## src/rtl/bit_serializer.sv

```systemverilog
// -----------------------------------------------------------------------------
// bit_serializer
//
// Parallel-to-serial front end. It accepts WIDTH-bit words over a valid/ready
// handshake and sends them MSB-first, one bit per clock, on serial_out.
// A one-entry holding register lets the next word queue behind the word that
// is shifting, so continuous supply streams with no idle gap.
//
// Ports:
//   clock        - rising-edge clock
//   reset_n      - asynchronous active-low reset
//   load_valid   - upstream offers load_data this cycle
//   load_data    - word to serialize; bit WIDTH-1 is sent first
//   load_ready   - block can accept a word this cycle (= !hold_full)
//   serial_out   - registered serial bit; 0 while idle
//   serial_valid - serial_out carries a data bit this cycle
//   word_done    - high while the LSB of a word is on serial_out
// -----------------------------------------------------------------------------
module bit_serializer #(
    parameter int WIDTH = 8
) (
    input  logic             clock,
    input  logic             reset_n,
    input  logic             load_valid,
    input  logic [WIDTH-1:0] load_data,
    output logic             load_ready,
    output logic             serial_out,
    output logic             serial_valid,
    output logic             word_done
);

    localparam int CW = $clog2(WIDTH);

    typedef enum logic {
        IDLE  = 1'b0,
        SHIFT = 1'b1
    } state_t;

    state_t           state_q, state_d;
    logic [WIDTH-1:0] sreg_q, sreg_d;
    logic [CW-1:0]    cnt_q, cnt_d;
    logic [WIDTH-1:0] hold_q, hold_d;
    logic             hold_full_q, hold_full_d;
    logic             serial_out_q, serial_out_d;
    logic             serial_valid_q, serial_valid_d;
    logic             word_done_q, word_done_d;
    logic             accept;

    // Ready depends only on the holding flag, never on load_valid.
    assign load_ready = !hold_full_q;
    assign accept     = load_valid && !hold_full_q;

    always_comb begin
        state_d     = state_q;
        sreg_d      = sreg_q;
        cnt_d       = cnt_q;
        hold_d      = hold_q;
        hold_full_d = hold_full_q;

        case (state_q)
            IDLE: begin
                if (accept) begin
                    sreg_d  = load_data;
                    cnt_d   = CW'(WIDTH - 1);
                    state_d = SHIFT;
                end
            end

            SHIFT: begin
                if (cnt_q != '0) begin
                    sreg_d = sreg_q << 1;
                    cnt_d  = cnt_q - CW'(1);
                    if (accept) begin
                        hold_d      = load_data;
                        hold_full_d = 1'b1;
                    end
                end else if (hold_full_q) begin
                    // Last bit on the line: the queued word follows directly.
                    // load_ready is low here, so no accept can collide.
                    sreg_d      = hold_q;
                    hold_full_d = 1'b0;
                    cnt_d       = CW'(WIDTH - 1);
                end else if (accept) begin
                    // Nothing queued: a word arriving now bypasses hold.
                    sreg_d = load_data;
                    cnt_d  = CW'(WIDTH - 1);
                end else begin
                    sreg_d  = '0;
                    state_d = IDLE;
                end
            end

            default: begin
                state_d = IDLE;
            end
        endcase

        // Outputs are registered, so they are derived from the next state.
        serial_valid_d = (state_d == SHIFT);
        serial_out_d   = (state_d == SHIFT) ? sreg_d[WIDTH-1] : 1'b0;
        word_done_d    = (state_d == SHIFT) && (cnt_d == '0);
    end

    always_ff @(posedge clock or negedge reset_n) begin
        if (!reset_n) begin
            state_q        <= IDLE;
            sreg_q         <= '0;
            cnt_q          <= '0;
            hold_q         <= '0;
            hold_full_q    <= 1'b0;
            serial_out_q   <= 1'b0;
            serial_valid_q <= 1'b0;
            word_done_q    <= 1'b0;
        end else begin
            state_q        <= state_d;
            sreg_q         <= sreg_d;
            cnt_q          <= cnt_d;
            hold_q         <= hold_d;
            hold_full_q    <= hold_full_d;
            serial_out_q   <= serial_out_d;
            serial_valid_q <= serial_valid_d;
            word_done_q    <= word_done_d;
        end
    end

    assign serial_out   = serial_out_q;
    assign serial_valid = serial_valid_q;
    assign word_done    = word_done_q;

endmodule

```

## config.mk

```make
export PLATFORM = sky130hd
export DESIGN_NAME = bit_serializer
export DESIGN_NICKNAME = d
export VERILOG_FILES = /design/src/rtl/bit_serializer.sv
export SDC_FILE = /design/constraint.sdc
export NUM_CORES = 1
export LEC_CHECK = 0
export BUFFER_PORTS_ARGS = -buffer_cell sky130_fd_sc_hd__buf_2
export CAP_MARGIN = 20
export CORE_ASPECT_RATIO = 0.6
export CORE_MARGIN = 2
export CORE_UTILIZATION = 50
export DETAILED_ROUTE_END_ITERATION = 8
export GPL_TIMING_DRIVEN = 1
export HOLD_SLACK_MARGIN = 0.1
export PLACE_DENSITY = 0.79
export SLEW_MARGIN = 5
export SYNTH_ARGS = -nofsm -noshare
export SYNTH_HDL_FRONTEND = slang
export SYNTH_SLANG_ARGS = --single-unit
```

## constraint.sdc

```tcl
create_clock -name clock -period 1.8 [get_ports clock]
set_input_delay 0.09 -clock clock [delete_from_list [all_inputs] [get_ports clock]]
set_output_delay 0.09 -clock clock [all_outputs]
set_load 0.05 [all_outputs]
```

# After elaboration in Yosys (flattened, before gate mapping)
# Cells that the tools add are included.
# classes
add_sub_neg,1
n_eq_ne,2
bitwise_logic,1
n_mux,16
n_reduce_logical,7
# ops
op,n
8-bit 2-to-1 mux,4
8-bit case mux with 2 select lines,1
3-bit 2-to-1 mux,3
1-bit 2-to-1 mux,6
3-bit case mux with 2 select lines,1
"2-bit inequality test, second input constant",2
3-bit logical NOT,1
3-bit AND reduction,1
3-bit nonzero test,1
"3-bit by 1-bit subtractor with 3-bit output, second input constant",1
1-bit logical AND,2
1-bit case mux with 2 select lines,1
2-bit AND reduction,1
1-bit logical NOT,1
1-bit inverter,1
# word_totals
input_bits,11
register_bits,23
out_inout_bits,4

# Depth between registers and ports, before layout
# Gate-level depths: netlist of the first run.
# depth
ltp_word,8
mapped_depth,7
depth_no_buf,6

# Least setup slack after synthesis of the first run
# OpenSTA, ideal clock, no wires.
# synth_path
path_kind,register -> register
start,register cnt_q[0]
end,register hold_q[0]
n_path_buf,1
period_less_slack_ns,1.438
path_stages_with_launch,7
t_required_ns,1.675
setup_slack_ns,0.362
arrival_ns,1.313
setup_ns,0.125
path_cell_list,dfrtp_1 inv_1 ha_1 nand2b_1 buf_4 nand3_4 mux2_4
# synth_via
elab_chain_cells,2
# synth_lines
element,line,rtl
from (decl),41,"logic [CW-1:0] cnt_q, cnt_d;"
from (signal assigned),117,cnt_q <= cnt_d;
3-bit nonzero test,70,if (cnt_q != '0) begin
3-bit AND reduction (no line),-,
to (signal assigned),118,hold_q <= hold_d;
to (decl),42,"logic [WIDTH-1:0] hold_q, hold_d;"
# No other way between the ends.
# A chain may end at the register's enable or synchronous reset.

# Final worst setup path of the first run
# layout_path
start,register cnt_q[0]
end,register hold_q[7]
# Same word-level chain as after synthesis.

==> summary.md, run 1 <==
| Metric | Value |
|---|---|
| Outcome | `finished, final reports clean` |
| Area of the die | `2770 sq um` |
| Setup bufs post-CTS | `0` |
| Number of global-route vias before repair | `839` |
| Setup violators final | `0` |
| Routed Antenna Nets | `0` |
| R2r worst-path depth | `5` |
| Number of synthesized flops with an enable pin | `0` |
| Worst-Margin Slew | `491 ps` |
| Worst Hold Class | `input pin to register` |
| Final Hold Fails | `0` |
| ANT cells | `0` |
| Core area | `2200 sq um` |
| Flops & latches, synth | `22` |
| FFs w/ async S/R, synth | `100%` |
| Synthesized Nets | `roughly 120` |
| Starting DRC count in detailed routing | `38` |
| Sequential power share | `about a third` |
| Num CTS Buffers | `3` |
| Largest net degree at the start of global routing | `23` |
| Critical path endpoint | `hold_q[7]` |
| Switching power of the nets | `approximately 990 uW` |
| Final period utilization | `94.1%` |
| Tmin final | `1690 ps` |
| Sequential share of the synthesized area | `46.9%` |
| Fin Setup TNS | `0 ps` |
| Total of max-cap violations | `0` |
| DRC | `0` |
| Worst Setup End Kind | `register` |
| Crit Path Max Fanout | `8` |
| Routed WL | `2440 um` |
| R2r endpoint | `hold_q[7]` |
| Final instance area | `~1400 sq um` |
| Net Sw Frac | `just under 40%` |
| Clk sinks | `22` |
| Worst EP arrival | `1840 ps` |
| Post-CTS Resized | `0` |
| Post-Syn Area per Cell | `approximately 11 sq um` |
| Drt first pass iters | `4` |
| Post-placement cell count | `150` |
| Clk pwr share | `between 15 and 20%` |
| # rows | `13` |
| Yosys warning count | `0` |
| Most used DFF post-synth | `dfrtp_1` |
| Clk root buf | `clkbuf_8` |
| Area after DPL | `1260 sq um` |
| GRT met3 Usage | `5.69%` |
| Share of layout cells above drive strength 1 | `26.3%` |
| Pwr per Cell Area | `about 1800 nW/um^2` |
| Logic pwr share | `47.6%` |
| Worst vdd ir | `1020 uV` |
| Nets | `147` |
| Worst R2R Start | `cnt_q[0]` |
| DR WL/cell | `15.0 um` |
| GRT met1 Usage | `28.5%` |
| LEAKAGE | `0.668 nW` |
| Max-slew violations | `0` |
| Number of fill cells | `179` |
| Kind of critical path | `register to register` |
| Top Usage Layer GRT | `met1` |
| Number of cells produced by synthesis | `between 100 and 150` |
| Clock Latency Late Sink | `270 ps` |
| Die Width | `66.6 um` |
| I/O pin count | `15` |
| Clock transition at path regs | `70 ps` |
| Startpoint types | `register` |
| Worst clock skew | `8.15 ps` |
| Layout area overhead | `20.7%` |
| Yosys top cell area share | `46.9%` |
| Post-synth top area cell | `dfrtp_1` |
| Worst setup path startpoint | `cnt_q[0]` |
| Number of hold buffers added after cts | `9` |
| Power consumption | `2.57 mW` |
| Relative slew slack | `67.3%` |
| R2R Setup Slk | `approximately 110 ps` |
| Mapped Area | `1170 sq um` |
| DR vias | `~910` |
| RSZ-0062 raised after global routing | `false` |
| First-pass GRT wire length | `~4000 um` |
| Post-synth cell types | `31` |
| Die Y | `41.5 um` |
| Int Pwr | `1.58 mW` |
| Via/cell ratio | `5.55` |
| H-tree Lvls | `1` |
| Grt total ovfl | `0` |
| DP HPWL | `1710 um` |
| Final Wtd Congestion | `0.855` |
| Multi-input logic area | `546 sq um` |
| Seq. cell area | `551 sq um` |
| Top area cells in the synthesized netlist | `dfrtp_1, mux2_4, a21oi_1, mux2i_1, o22ai_1` |
| Initial Utilization | `53.5%` |
| Initial antenna violation count | `0` |
| IO Port Bufs | `14` |
| Worst endpoint required time | `1950 ps` |
| CTS max path bufs | `2` |
| Highest clock rate | `between 0.5 and 0.6 GHz` |
| Total Routing Usage GR | `about a fifth` |
| Post-route non-filler standard cell count | `163` |
| CTS tree | `done` |
| M2 GR Usage | `28.4%` |
## worst min-delay path by stage
| stage | end | slack (ps) | start | depth (start not counted) |
|---|---|---|---|---|
| floorplan | cnt_q[0] | -210 | reset_n | 0 |
| global placement | hold_full_q | 80 | reset_n | 1 |
| detailed placement | hold_full_q | 80 | reset_n | 1 |
| CTS | hold_full_q | 150 | load_valid | 3 |
| global route | hold_full_q | 210 | load_valid | 3 |
| finish | hold_full_q | 150 | load_valid | 3 |
## worst max-delay path, cell delays in order, from the launching register on
cell and delay, ps:
dfrtp_1 330, inv_1 80, ha_1 260, nand2b_1 310, nand3_4 240, mux2_4 360
## layout by cell type (no fill, tap or decap), types with 2 or more instances in the layout
cell type and instances:
o21a_1 2, nor3_1 2, ha_1 2, inv_1 4, mux2i_1 6, a21oi_1 15, dfrtp_1 22, a2bb2oi_1 2
buf_2 14, mux2_4 8, dlygate4sd3_1 9, o21ai_0 2, nand2_1 7, nand2b_1 2, nor2_1 8, buf_4 5
clkbuf_8 3, o22ai_1 6
## per-layer routing
metal | vias to the layer above | wire [um]
li1 | 430 | -
met1 | 439 | 1220
met2 | 30 | 1050
met3 | 6 | 138
met4 | 0 | 36
met5 | - | 0
## cells in the mapped netlist, types with 2 or more instances
| library cell | count |
|---|---|
| o22ai_1 | 6 |
| o21ai_0 | 2 |
| o21a_1 | 2 |
| nor3_1 | 2 |
| a21oi_1 | 15 |
| nand2b_1 | 2 |
| nand2_1 | 7 |
| mux2i_1 | 6 |
| buf_2 | 4 |
| mux2_4 | 8 |
| nor2_1 | 8 |
| buf_6 | 2 |
| ha_1 | 2 |
| inv_1 | 4 |
| dfrtp_1 | 22 |
| a2bb2oi_1 | 2 |
## state kept, by name (all words and copies together), names as in the netlist
name          flops
hold_q            8
cnt_q             3
serial_out        1
sreg_q            7
word_done         1
serial_valid      1
hold_full_q       1
## cell families (layout without fill, tap and decap cells)
group	Yosys count	count (layout)	synth area share, %
compound gates	32	32	16.4
fa+ha+maj	2	2	2.13
buf+inv	12	36	6.71
flops	22	22	46.9
mux	14	14	15.3
simple gates	27	27	12.6
## final cells by class
cell class / count / share of cell area (%)
Clock inverter: 1 / 2.12
Inverter: 4 / 1.06
Clock buffer: 3 / 2.91
Tap cell: 30 / 2.65
Timing Repair Buffer: 28 / 13.9
Sequential cell: 22 / 38.8
Multi-Input combinational cell: 75 / 38.5
## per-stage QoR
stage	hold slack (ps)	util (%)	worst slack, ps
finish	155	64.6	106
global placement	76.9	57.2	252
global route	207	64.6	44.3
floorplan	-206	-	362
detailed placement	83.7	57.2	151
CTS	155	64.6	140
## power by group through the flow
stage	combinational (mW)	clock, mW	sequential, mW
floorplan	0.911	0	0.942
global placement	1.17	0	0.878
detailed placement	1.21	0	0.886
CTS	1.22	0.477	0.882
global route	1.33	0.498	0.912
finish	1.23	0.463	0.885
(Power assumes the default switching activity.)
==> run 2: changes to the inputs <==
--- a/config.mk
+++ b/config.mk
@@ -7,13 +7,15 @@
 export LEC_CHECK = 0
 export BUFFER_PORTS_ARGS = -buffer_cell sky130_fd_sc_hd__buf_2
 export CAP_MARGIN = 20
+export CELL_PAD_IN_SITES_DETAIL_PLACEMENT = 2
+export CELL_PAD_IN_SITES_GLOBAL_PLACEMENT = 2
 export CORE_ASPECT_RATIO = 0.6
 export CORE_MARGIN = 2
-export CORE_UTILIZATION = 50
+export CORE_UTILIZATION = 36
 export DETAILED_ROUTE_END_ITERATION = 8
 export GPL_TIMING_DRIVEN = 1
 export HOLD_SLACK_MARGIN = 0.1
-export PLACE_DENSITY = 0.79
+export PLACE_DENSITY_LB_ADDON = 0.08
 export SLEW_MARGIN = 5
 export SYNTH_ARGS = -nofsm -noshare
 export SYNTH_HDL_FRONTEND = slang
==> summary.md, run 2 (synthesis results as in run 1) <==
| Metric | Value |
|---|---|
| Most frequent cells in the layout | `dfrtp_1, a21oi_1, buf_2` |
| Drt first pass iters | `4` |
| Most common cell after layout, fill and taps aside | `dfrtp_1` |
| CTS tree | `done` |
| Logic pwr share | `approximately 50%` |
| Worst clock skew | `~10 ps` |
| Worst Setup End Kind | `register` |
| Outcome | `finished, final reports clean` |
| Pwr per Cell Area | `~1800 nW/um^2` |
| Relative slew slack | `65.2%` |
| LEAKAGE | `0.662 nW` |
| Worst vdd ir | `555 uV` |
| Grt total ovfl | `0` |
| DP HPWL | `between 2000 and 2500 um` |
| DRC | `0` |
| Via/cell ratio | `approximately 5.3` |
| Worst Hold Class | `input pin to register` |
| H-tree Lvls | `1` |
| Most flops, register | `hold_q` |
| Tmin final | `1700 ps` |
| Setup violators final | `0` |
| Die Width | `77.8 um` |
| Layout area overhead | `20.7%` |
| Clk sinks | `22` |
| Share of layout cells above drive strength 1 | `27.1%` |
| Total Routing Usage GR | `18.5%` |
| Core area | `~3200 sq um` |
| Sequential power share | `35.0%` |
| DR vias | `937` |
| Max-slew violations | `0` |
| Die Y | `48.3 um` |
| RSZ-0062 raised after global routing | `false` |
| Total of max-cap violations | `0` |
| DR WL/cell | `17.9 um` |
| Clock Latency Late Sink | `270 ps` |
| Largest net degree at the start of global routing | `23` |
| Nets | `147` |
| Area of the die | `3750 sq um` |
| Startpoint types | `register` |
| Final worst slack | `101 ps` |
| Crit Path Max Fanout | `8` |
| Kind of critical path | `register to register` |
| First-pass GRT wire length | `between 4000 and 5000 um` |
| Worst endpoint required time | `1950 ps` |
| Fin Setup TNS | `0 ps` |
| Net Sw Frac | `a little over two fifths` |
| Number of global-route vias before repair | `903` |
| Final Wtd Congestion | `between 0.7 and 0.8` |
| Clock transition at path regs | `approximately 90 ps` |
| Int Pwr | `1.48 mW` |
| IO Port Bufs | `14` |
| Largest regs | `hold_q x8, sreg_q x7, cnt_q x3` |
| # rows | `16` |
| Initial antenna violation count | `0` |
| Switching power of the nets | `1.06 mW` |
| Clk root buf | `clkbuf_8` |
| Final Hold Fails | `0` |
| Initial Utilization | `~37%` |
| I/O pin count | `15` |
| CTS max path bufs | `2` |
| Clk pwr share | `14.4%` |
| Post-CTS Resized | `0` |
| Number of hold buffers added after cts | `7` |
| Worst-Margin Slew | `522 ps` |
| Routed WL | `about 3200 um` |
| Starting DRC count in detailed routing | `between 40 and 50` |
| Highest clock rate | `0.589 GHz` |
| ANT cells | `0` |
| Setup bufs post-CTS | `0` |
| Num CTS Buffers | `3` |
| Worst EP arrival | `1850 ps` |
| Max reg flops | `8` |
| Routed Antenna Nets | `0` |
| Final period utilization | `94.4%` |
| Pre-CTS WS | `134 ps` |
[run 2: cell types whose count changed in the layout (fill, tap and decap cells not counted), sizes merged]
cell	before	now
clkbuf	3	4
buf	19	20
dlygate4sd3	9	8
bufinv	1	0
[run 2: area by class of cell]
cell class / instances / area [sq um]
Clock buffer: 4 / 55.1
Fill cell: 330 / 1770
Inverter: 4 / 15.0
Multi-Input combinational cell: 75 / 546
Sequential cell: 22 / 551
Tap cell: 45 / 56.3
Timing Repair Buffer: 28 / 195
[run 2: critical path, cell delays in order (launching register included)]
cell and delay (ps):
dfrtp_1 370, inv_1 110, ha_1 270, nand2b_1 230, nand3_4 260, mux2_4 320
[run 2: per-layer routing]
layer	track usage, %	up-vias	wire length (um)
li1	-	434	-
met1	26.3	470	1680
met2	29.7	26	1360
met3	4.81	7	105
met4	3.21	0	46
met5	0	-	0
[run 2: through the flow]
step / std cells / power, mW / hold WS, ps / util [%] / cell area, sq um
after floorplan: 109 / 1.85 / -206 / - / 1170
after CTS: 177 / 2.55 / 102 / 44.2 / 1410
after global placement: 166 / 2.11 / 92.3 / 40.3 / 1280
after global routing: 178 / 2.74 / 113 / 44.5 / 1420
after detailed placement: 166 / 2.17 / 94.4 / 40.3 / 1280
final: 178 / 2.54 / 117 / 44.5 / 1420
[run 2: path summary, 6_finish.rpt]
path                                   start   endpoint  slack, ps  depth (start not counted)
worst min register to register     sreg_q[4]  sreg_q[5]        500                          1
worst max-delay path                cnt_q[0]  hold_q[6]        100                          5
worst max register to register      cnt_q[0]  hold_q[6]        100                          5
worst min-delay path            load_data[6]  hold_q[6]        120                          2
min in group asynchronous            reset_n  hold_q[2]        320                          2
max in group asynchronous            reset_n  hold_q[5]       1130                          2
[run 2: power groups by stage]
stage	clock network, mW	registers [mW]	logic, mW
2_1_floorplan	0	0.942	0.911
3_3_place_gp	0	0.888	1.22
3_5_place_dp	0	0.896	1.27
4_1_cts	0.374	0.890	1.29
5_1_grt	0.397	0.924	1.42
6_report	0.366	0.889	1.29
==> run 3: changes to the inputs <==
--- a/config.mk
+++ b/config.mk
@@ -9,7 +9,7 @@
 export CAP_MARGIN = 20
 export CELL_PAD_IN_SITES_DETAIL_PLACEMENT = 2
 export CELL_PAD_IN_SITES_GLOBAL_PLACEMENT = 2
-export CORE_ASPECT_RATIO = 0.6
+export CORE_ASPECT_RATIO = 1.25
 export CORE_MARGIN = 2
 export CORE_UTILIZATION = 36
 export DETAILED_ROUTE_END_ITERATION = 8
==> constraint.sdc (replaced) <==
create_clock -name clock -period 1.8 [get_ports clock]
set_input_delay 0.09 -clock clock [delete_from_list [all_inputs] [get_ports clock]]
set_output_delay 0.09 -clock clock [all_outputs]
set_load 0.01 [all_outputs]
==> summary.md, run 3 (synthesis results as in run 1) <==
| Metric | Value |
|---|---|
| Worst clock skew | `~4.3 ps` |
| Worst Setup End Kind | `register` |
| Final Hold Fails | `0` |
| H-tree Lvls | `1` |
| Kind of critical path | `register to register` |
| Total of max-cap violations | `0` |
| Worst R2R Start | `cnt_q[0]` |
| Most flops, register | `hold_q` |
| Worst-Margin Slew | `503 ps` |
| Core area | `3170 sq um` |
| Final worst slack | `179 ps` |
| LEAKAGE | `0.662 nW` |
| Number of fill cells | `approximately 340` |
| R2R Setup Slk | `between 150 and 200 ps` |
| Final Wtd Congestion | `0.668` |
| Crit-path cells | `inv_1 > ha_1 > nand2b_1 > nand3_4 > mux2_4` |
| Fin Setup TNS | `0 ps` |
| Clock Latency Late Sink | `270 ps` |
| Routed WL | `2970 um` |
| IO Port Bufs | `14` |
| Outcome | `finished, final reports clean` |
| CP bufs+invs | `1` |
| Crit Path Max Fanout | `8` |
| Die Y | `67.9 um` |
| R2r endpoint | `hold_q[4]` |
| Max reg flops | `8` |
| Worst setup path startpoint | `cnt_q[0]` |
| Slowest-stage cell, CP | `dfrtp_1` |
| Hold Path Origin | `load_data[6]` |
| Power consumption | `2.36 mW` |
| Via/cell ratio | `5.26` |
| Share of layout cells above drive strength 1 | `27.1%` |
| CTS max path bufs | `2` |
| # rows | `23` |
| RSZ-0062 raised after global routing | `false` |
| Post-CTS Resized | `0` |
| Worst vdd ir | `763 uV` |
| Grt total ovfl | `0` |
| Nets | `147` |
| Worst Hold Class | `input pin to register` |
| Initial Utilization | `37.1%` |
| Top delay family on crit path | `simple AND/OR/NAND/NOR gates` |
| Routed Antenna Nets | `0` |
| Worst EP arrival | `1770 ps` |
| I/O pin count | `15` |
| CP Depth | `5` |
| Final period utilization | `90.0%` |
| Pre-CTS WS | `171 ps` |
| R2r worst-path depth | `5` |
| DRC | `0` |
| Largest regs | `hold_q x8, sreg_q x7, cnt_q x3` |
| Drt first pass iters | `4` |
| Worst endpoint required time | `1950 ps` |
| ANT cells | `0` |
| DR vias | `895` |
| Most frequent cells in the layout | `dfrtp_1, a21oi_1, buf_2` |
| Setup violators final | `0` |
| Most common cell after layout, fill and taps aside | `dfrtp_1` |
| CTS tree | `done` |
| Number of hold buffers added after cts | `8` |
| Die Width | `55.1 um` |
| Clk sinks | `22` |
| Number of global-route vias before repair | `1034` |
| Hold Slack | `112 ps` |
| Setup bufs post-CTS | `0` |
| Critical path endpoint | `hold_q[4]` |
| First-pass GRT wire length | `5000 um` |
| Num CTS Buffers | `3` |
| Layout area overhead | `19.8%` |
| Largest net degree at the start of global routing | `23` |
| Pwr per Cell Area | `1680 nW/um^2` |
| DP HPWL | `2210 um` |
| Relative slew slack | `66.4%` |
| Max-slew violations | `0` |
| Tmin final | `1620 ps` |
| Slowest stage delay, CP | `about 360 ps` |
| Startpoint types | `register` |
| Highest clock rate | `about 0.62 GHz` |
| Clk root buf | `clkbuf_8` |
| Total Routing Usage GR | `19.4%` |
| Initial antenna violation count | `0` |
| Area of the die | `between 3000 and 4000 sq um` |
| Starting DRC count in detailed routing | `11` |
| Clock transition at path regs | `80 ps` |
| DR WL/cell | `17.5 um` |
==> run 3: cell counts in the layout (fill, tap and decap cells not counted) <==
No cell type changed its count.
==> run 3: layout make-up <==
| cell class | instances | area [sq um] | area share, % |
|---|---|---|---|
| well taps | 37 | 46.3 | 3.29 |
| clock buffers | 4 | 55.1 | 3.91 |
| repair buffers | 28 | 195 | 13.9 |
| inverters | 4 | 15.0 | 1.07 |
| flip-flops and latches | 22 | 551 | 39.1 |
| multi-input cells | 75 | 546 | 38.8 |
==> run 3: stage by stage <==
step / area [sq um] / std cells / utilization (%)
after CTS: 1410 / 170 / 44.5
after floorplan: 1170 / 109 / -
final: 1410 / 170 / 44.5
after global routing: 1410 / 170 / 44.5
after global placement: 1270 / 158 / 40.2
after detailed placement: 1270 / 158 / 40.2
==> run 3: worst min-delay path by stage <==
stage | endpoint | slack [ps] | cells after the start
global route | hold_q[6] | 110 | 2
detailed placement | sreg_q[3] | 100 | 1
global placement | sreg_q[3] | 90 | 1
floorplan | cnt_q[0] | -210 | 0
CTS | hold_q[6] | 100 | 2
finish | hold_q[6] | 110 | 2
==> run 3: per-layer routing <==
layer	vias to the layer above	global-route usage [%]	wire length, um
met1	446	22.6	1230
met5	-	0	0
met2	14	34.5	1610
met4	0	8.23	47
met3	4	2.62	81
li1	431	-	-
==> run 3: worst register-to-register path: stages, from the launching register on <==
cell      delay [ps]
dfrtp_1          360
inv_1            110
ha_1             250
nand2b_1         220
nand3_4          250
mux2_4           320
==> run 3: power breakdown <==
group / internal, mW / switching, mW / total [mW]
clock network: 0.195 / 0.164 / 0.360
registers: 0.733 / 0.176 / 0.909
logic: 0.551 / 0.543 / 1.09
